<file path="config.mk">
export PLATFORM = sky130hd
export DESIGN_NAME = mem_write_buffer
export DESIGN_NICKNAME = d
export VERILOG_FILES = /design/src/rtl/mem_write_buffer_pkg.sv /design/src/rtl/mem_write_buffer_wb_fifo.sv /design/src/rtl/mem_write_buffer.sv
export SDC_FILE = /design/constraint.sdc
export NUM_CORES = 1
export LEC_CHECK = 0
export ABC_AREA = 1
export CORE_UTILIZATION = 50
export CTS_CLUSTER_DIAMETER = 100
export CTS_CLUSTER_SIZE = 40
export DETAILED_ROUTE_END_ITERATION = 12
export PLACE_DENSITY = 0.8
export SETUP_SLACK_MARGIN = 0.02
export SYNTH_ARGS = -nofsm -noshare
export SYNTH_HDL_FRONTEND = slang
export SYNTH_SLANG_ARGS = --single-unit
</file>
<file path="constraint.sdc">
create_clock -name clk -period 2.95 [get_ports clk]
set_input_delay 0.4425 -clock clk [delete_from_list [all_inputs] [get_ports clk]]
set_output_delay 0.4425 -clock clk [all_outputs]
set_load 0.01 [all_outputs]
</file>
<file path="src/rtl/mem_write_buffer_pkg.sv">
// Shared memory-system definitions: default address/data widths, cache block
// geometry, write-buffer FSM encoding and a block-tag extraction helper.
// No logic; imported by the write buffer and its storage sub-module.
package mem_write_buffer_pkg;

    localparam int MWB_AW      = 16;
    localparam int MWB_DW      = 16;
    localparam int MWB_BLK_LSB = 4;
    localparam int MWB_TAG_W   = MWB_AW - MWB_BLK_LSB;

    // Memory-port ownership FSM encoding
    localparam logic [1:0] ST_IDLE  = 2'd0;
    localparam logic [1:0] ST_FLUSH = 2'd1;
    localparam logic [1:0] ST_FILL  = 2'd2;

    // Block tag of an address at the default geometry (shared with cache tag logic)
    function automatic logic [MWB_TAG_W-1:0] blk_tag(input logic [MWB_AW-1:0] addr);
        return addr[MWB_AW-1:MWB_BLK_LSB];
    endfunction

endpackage

</file>
<file path="src/rtl/mem_write_buffer_wb_fifo.sv">
// Purpose: circular store buffer (addr/data per entry) with valid bits and a
//          per-entry block-tag compare against an external address.
// Latency: entry written at edge N is visible at head from cycle N+1.
// Backpressure: push ignored when full (full evaluated before same-cycle pop).
// Ports: clk_i/rst_i; push_*_i enqueue; pop_i dequeue head; cmp_addr_i tag probe;
//        head_*_o oldest entry; full_o/empty_o/count_o status; conflict_o tag hit.
module mem_write_buffer_wb_fifo
    import mem_write_buffer_pkg::*;
#(
    parameter int DEPTH   = 4,
    parameter int AW      = MWB_AW,
    parameter int DW      = MWB_DW,
    parameter int BLK_LSB = MWB_BLK_LSB
) (
    input  logic                     clk_i,
    input  logic                     rst_i,
    input  logic                     push_i,
    input  logic [AW-1:0]            push_addr_i,
    input  logic [DW-1:0]            push_data_i,
    input  logic                     pop_i,
    input  logic [AW-1:0]            cmp_addr_i,
    output logic [AW-1:0]            head_addr_o,
    output logic [DW-1:0]            head_data_o,
    output logic                     full_o,
    output logic                     empty_o,
    output logic [$clog2(DEPTH):0]   count_o,
    output logic                     conflict_o
);

    localparam int PW = $clog2(DEPTH);
    localparam int CW = PW + 1;

    logic [AW-1:0]    addr_q [DEPTH];
    logic [DW-1:0]    data_q [DEPTH];
    logic [DEPTH-1:0] vld_q;
    logic [PW-1:0]    head_q, tail_q;
    logic [CW-1:0]    count_q, count_d;
    logic             push_ok, pop_ok;
    logic [DEPTH-1:0] hit_vec;

    assign full_o  = (count_q == CW'(DEPTH));
    assign empty_o = (count_q == '0);
    assign count_o = count_q;

    // full is taken from the registered count, so a pop in the same cycle
    // never frees a slot for the concurrent push.
    assign push_ok = push_i && !full_o;
    assign pop_ok  = pop_i && !empty_o;

    always_comb begin
        count_d = count_q;
        case ({push_ok, pop_ok})
            2'b10:   count_d = count_q + CW'(1);
            2'b01:   count_d = count_q - CW'(1);
            default: count_d = count_q;
        endcase
    end

    // Payload storage needs no reset; validity lives in vld_q.
    always_ff @(posedge clk_i) begin
        if (push_ok) begin
            addr_q[tail_q] <= push_addr_i;
            data_q[tail_q] <= push_data_i;
        end
    end

    always_ff @(posedge clk_i) begin
        if (rst_i) begin
            vld_q   <= '0;
            head_q  <= '0;
            tail_q  <= '0;
            count_q <= '0;
        end else begin
            // push and pop never target the same slot: that would need count==0
            if (push_ok) begin
                vld_q[tail_q] <= 1'b1;
                tail_q        <= tail_q + PW'(1);
            end
            if (pop_ok) begin
                vld_q[head_q] <= 1'b0;
                head_q        <= head_q + PW'(1);
            end
            count_q <= count_d;
        end
    end

    assign head_addr_o = addr_q[head_q];
    assign head_data_o = data_q[head_q];

    always_comb begin
        hit_vec = '0;
        for (int i = 0; i < DEPTH; i++) begin
            hit_vec[i] = vld_q[i] && (addr_q[i][AW-1:BLK_LSB] == cmp_addr_i[AW-1:BLK_LSB]);
        end
    end

    assign conflict_o = |hit_vec;

endmodule

</file>
<file path="src/rtl/mem_write_buffer.sv">
// Purpose: posted-store buffer in front of single-ported memory; owns the port
//          mux and hands it to the miss-fill FSM after flushing same-block stores.
// Latency: store enqueued at edge N issues at earliest in cycle N+1, 1 store/cycle.
// Backpressure: full must stall the pipeline; a store while full is dropped.
// Ports: wr_* store in; full/empty/count status; fill_* miss FSM side;
//        fill_grant/conflict handshake; mem_* to memory4c.
module mem_write_buffer
    import mem_write_buffer_pkg::*;
#(
    parameter int DEPTH   = 4,
    parameter int AW      = MWB_AW,
    parameter int DW      = MWB_DW,
    parameter int BLK_LSB = MWB_BLK_LSB
) (
    input  logic                   clk,
    input  logic                   rst,
    input  logic                   wr_req,
    input  logic [AW-1:0]          wr_addr,
    input  logic [DW-1:0]          wr_data,
    output logic                   full,
    output logic                   empty,
    output logic [$clog2(DEPTH):0] count,
    input  logic                   fill_req,
    input  logic [AW-1:0]          fill_addr,
    input  logic                   fill_en,
    output logic                   fill_grant,
    output logic                   conflict,
    output logic                   mem_en,
    output logic                   mem_wr,
    output logic [AW-1:0]          mem_addr,
    output logic [DW-1:0]          mem_data
);

    logic [1:0]    state_q, state_d;
    logic          drain;
    logic [AW-1:0] head_addr;
    logic [DW-1:0] head_data;

    mem_write_buffer_wb_fifo #(
        .DEPTH  (DEPTH),
        .AW     (AW),
        .DW     (DW),
        .BLK_LSB(BLK_LSB)
    ) u_fifo (
        .clk_i      (clk),
        .rst_i      (rst),
        .push_i     (wr_req),
        .push_addr_i(wr_addr),
        .push_data_i(wr_data),
        .pop_i      (drain),
        .cmp_addr_i (fill_addr),
        .head_addr_o(head_addr),
        .head_data_o(head_data),
        .full_o     (full),
        .empty_o    (empty),
        .count_o    (count),
        .conflict_o (conflict)
    );

    // A non-conflicting fill request freezes draining so the port is quiet for
    // the cycle before the grant; a conflicting one keeps draining (flush).
    assign drain = !empty && (state_q != ST_FILL) && !(fill_req && !conflict);

    always_comb begin
        state_d = state_q;
        case (state_q)
            ST_IDLE: begin
                if (fill_req) state_d = conflict ? ST_FLUSH : ST_FILL;
            end
            ST_FLUSH: begin
                if (!fill_req)     state_d = ST_IDLE;
                else if (!conflict) state_d = ST_FILL;
            end
            ST_FILL: begin
                // later conflicts do not revoke an active grant
                if (!fill_req) state_d = ST_IDLE;
            end
            default: state_d = ST_IDLE;
        endcase
    end

    always_ff @(posedge clk) begin
        if (rst) state_q <= ST_IDLE;
        else     state_q <= state_d;
    end

    assign fill_grant = (state_q == ST_FILL);

    always_comb begin
        mem_en   = 1'b0;
        mem_wr   = 1'b0;
        mem_addr = fill_addr;
        mem_data = '0;
        if (state_q == ST_FILL) begin
            mem_en = fill_en;
        end else if (drain) begin
            mem_en   = 1'b1;
            mem_wr   = 1'b1;
            mem_addr = head_addr;
            mem_data = head_data;
        end
    end

endmodule

</file>
==> flow_summary.toml <==
[floorplanning]
initial_core_util_pct = 51.2
placementRows = 43
dieHeight_um = 121
die_w_um = 121
dieArea_sq_um = 14600
core_sq_um = 13800
num_io_pins = 94

[setup_path]
cp_data_required_time_ps = 2510
worstPathMaxFanout = 8
crit_buf_inv = 3
crit_path_end_kind = "primary output"
cpMaxStageDelayCell = "edfxtp_1"
r2r_cells = 19
criticalPathCategory = "reg -> out"
worst_setup_path_start_kind = "flip-flop"
path_cells = "nand2_2, o21ai_2, nor2_1, nand2_1, nor2_2, nand2_1, nand2_2, nor2_4, nand2_4, nand2_8, buf_12, buf_6, a21oi_2, clkbuf_2"
cp_slowest_stage_delay_ps = 430
cp_num_cells = 14
arrival_ps = 2410
crit_family = "simple AND/OR/NAND/NOR gates"

[run_status]
status = "finished clean"

[global_routing]
overflow = 0
grt_max_degree = 85
antenna_found_initial = 0
grt_pass1_wl_mm = 29.4
grt.total_usage_pct = 27.0
grt_pass1_vias = 5899

[yosys]
synth_area_leaders = "edfxtp_1, nand2_1, nor2_1"
synth-edff-count = 128
yosys.area_share.simple_pct = 22.7
synth-async-reset-ratio_pct = 0
post-synth-top-area-fraction_pct = 54.3
postSynthAreaPerCell_sq_um = 8.90
ys.flop_type = "edfxtp_1"
synth_commonest_cells = "nand2_1, nor2_1, edfxtp_1"
synth-seq-cells = 143
synth_area_sq_um = 7080
synth.most_common_cell = "nand2_1"
synth_compound_area_share_pct = 9.55
yosysWarnings = 0
synth_top_family_by_area = "simple AND/OR/NAND/NOR gates"
synthCells = 795
synth-seq-area-share_pct = 58.6
synthXorXnorAreaFrac_pct = 0.619
synthMuxAreaShare_pct = 0
synth-adder-area-share_pct = 1.87
synthDistinctLibCells = 35
synth_area_leader_cell = "edfxtp_1"
synthesis.nets = 858

[detailed_routing]
antenna_left = 0
wl_per_cell_um = 16.3
routed_via_density = 5.29
first_pass_iters = 5
wl_mm = 19.0
dr.first_iter.drc_count = 545
drc = 0
via_count = 6169

[sta]
clock_skew_ps = 9.23
worst_slew_pin_slew_ps = 456
period_share_pct = 96.8
min_period_ps = 2860
finalWorstSetupSlack_ps = 94.9
max_freq_mhz = 350
grt_setup_unrepaired = "true"
slew_viol_final = 0
setup_viol = 0
finalHoldViolCount = 0
max_slew_margin_pct = 69.6

[layout]
drive_gt1_share_pct = 19.7
antennaDiodeCount = 0
seqCellArea_sq_um = 4150
final_cells = 1166
final_core_util_pct = 68.4
final_nets = 1036
fin_area_sq_um = 9460
area_growth_pct = 33.7
n_fill_cell = 1056
multiInputGateArea_sq_um = 2580

[power]
swShare_pct = 31.0
p_switching_mw = 1.94
p_leak_nw = 4.06
pwr-share-clk_pct = 32.6
power.internal_mw = 4.31
p_seq_share_pct = 39.6
p_total_mw = 6.24
p_per_area_nw_per_um2 = 660
combPwrFrac_pct = 27.8
peakVddDrop_v = 0.000575

[worst_hold_path]
hold_depth = 2
hold_path.class = "reg -> reg"

[placement]
numPlacedInstances = 1129
dp_hpwl_mm = 12.5
portBuffers = 93
postPlaceCellArea_sq_um = 8860
dp_slack_ps = -445
gp_congestion = 1.02

[clock_network]
clk_pin_slew_ps = 60
clk-insertion-delay-late_ps = 430
cts_made_buffers = 17
clockBufferDepth = 2
cts.htree.levels = 4
cts_tree = "built"
clock-sinks = 143
cts-root-buf = "clkbuf_16"

[flow_run]
drv_cap = 0
## registers in the layout (all words and copies together), names as in the netlist, named ones only
| signal | count |
|---|---|
| u_fifo.addr_q | 64 |
| u_fifo.data_q | 64 |
| u_fifo.vld_q | 4 |
| u_fifo.count_o | 3 |
| state_q | 2 |
| u_fifo.head_q | 2 |
| u_fifo.tail_q | 2 |
## cell usage in the layout (no fill, tap or decap), types with 4 or more instances in the layout
master           instances
nand2_1                204
edfxtp_1               128
nor2_1                 121
buf_4                   83
inv_1                   78
o21ai_0                 71
clkdlybuf4s50_1         47
a21oi_1                 39
clkbuf_2                22
clkbuf_16               17
nand3_1                 15
dlygate4sd2_1           15
nand2_2                 14
dfxtp_1                 14
nand4_1                 10
a21oi_2                  9
ha_1                     9
nor3_1                   7
buf_12                   7
inv_2                    5
nor2_2                   5
nor2_4                   5
clkinv_1                 4
o22ai_1                  4
o21a_1                   4
clkbuf_1                 4
clkdlybuf4s15_1          4
## final cells by class
type	instances	area share, %
clock inverter	11	1.23
clock buffer	21	4.66
multi-input combinational	539	27.2
inverter	85	3.54
timing repair buffer	187	17.1
tap	180	2.38
sequential	143	43.8
## final timing paths
kind,start,to,slack (ps)
worst min-delay path,u_fifo.count_o[2]$_SDFFE_PP0P_,u_fifo.count_o[2]$_SDFFE_PP0P_,520
worst max register to register,u_fifo.addr_q[0][9]$_DFFE_PP_,u_fifo.count_o[2]$_SDFFE_PP0P_,140
worst max-delay path,u_fifo.addr_q[0][9]$_DFFE_PP_,mem_data[6],90
worst min register to register,u_fifo.count_o[2]$_SDFFE_PP0P_,u_fifo.count_o[2]$_SDFFE_PP0P_,520
## cells by family after synthesis
| logic type | count (synthesis) |
|---|---|
| and+or+nand+nor | 392 |
| DFF | 143 |
| AOI/OAI and AO/OA | 132 |
| buffers and inverters | 113 |
| adders and majority gates | 10 |
| xor gates and xnor gates | 5 |
## metal layers
layer	GRT usage (%)	share of wire (%)	vias up
met4	9.41	2.2	0
met2	46.5	50	266
li1	-	-	2983
met5	0	0	-
met1	33.1	42	2880
met3	6.25	6.6	40
## through the flow
step,setup TNS (ps),hold WS (ps)
finish,0,519
floorplan,0,463
detailed placement,-11830,498
global placement,-11210,485
CTS,0,507
global route,-11.2,541
## worst reg2reg max path, cell delays in order (launching register included)
cell	delay [ps]
edfxtp_1	430
nand2_2	150
o21ai_2	70
nor2_1	130
nand2_1	100
nor2_2	150
nand2_1	80
nand2_2	80
nor2_4	50
nand2_4	80
nand2_8	90
buf_12	160
inv_16	110
ha_1	160
inv_1	60
fa_2	360
a21oi_2	160
o21ai_1	110
o21ai_1	130
a21oi_1	50
## power by group through the flow
stage / logic [mW] / clock network [mW] / registers [mW]
3_3_place_gp: 1.66 / 0 / 2.50
6_report: 1.74 / 2.04 / 2.47
2_1_floorplan: 0.924 / 0 / 2.49
5_1_grt: 1.91 / 2.13 / 2.48
4_1_cts: 1.72 / 2.05 / 2.47
3_5_place_dp: 1.69 / 0 / 2.51
## what timing repair did
item                                    4_1_cts  5_1_grt
endpoints found under the setup margin       36       35
resized for setup                            65       81
buffers inserted                              3        2
pin swaps                                     1        7
gates cloned                                  1        0
hold buffers                                  0        0
No activity file was read; power rests on OpenSTA's default activity.
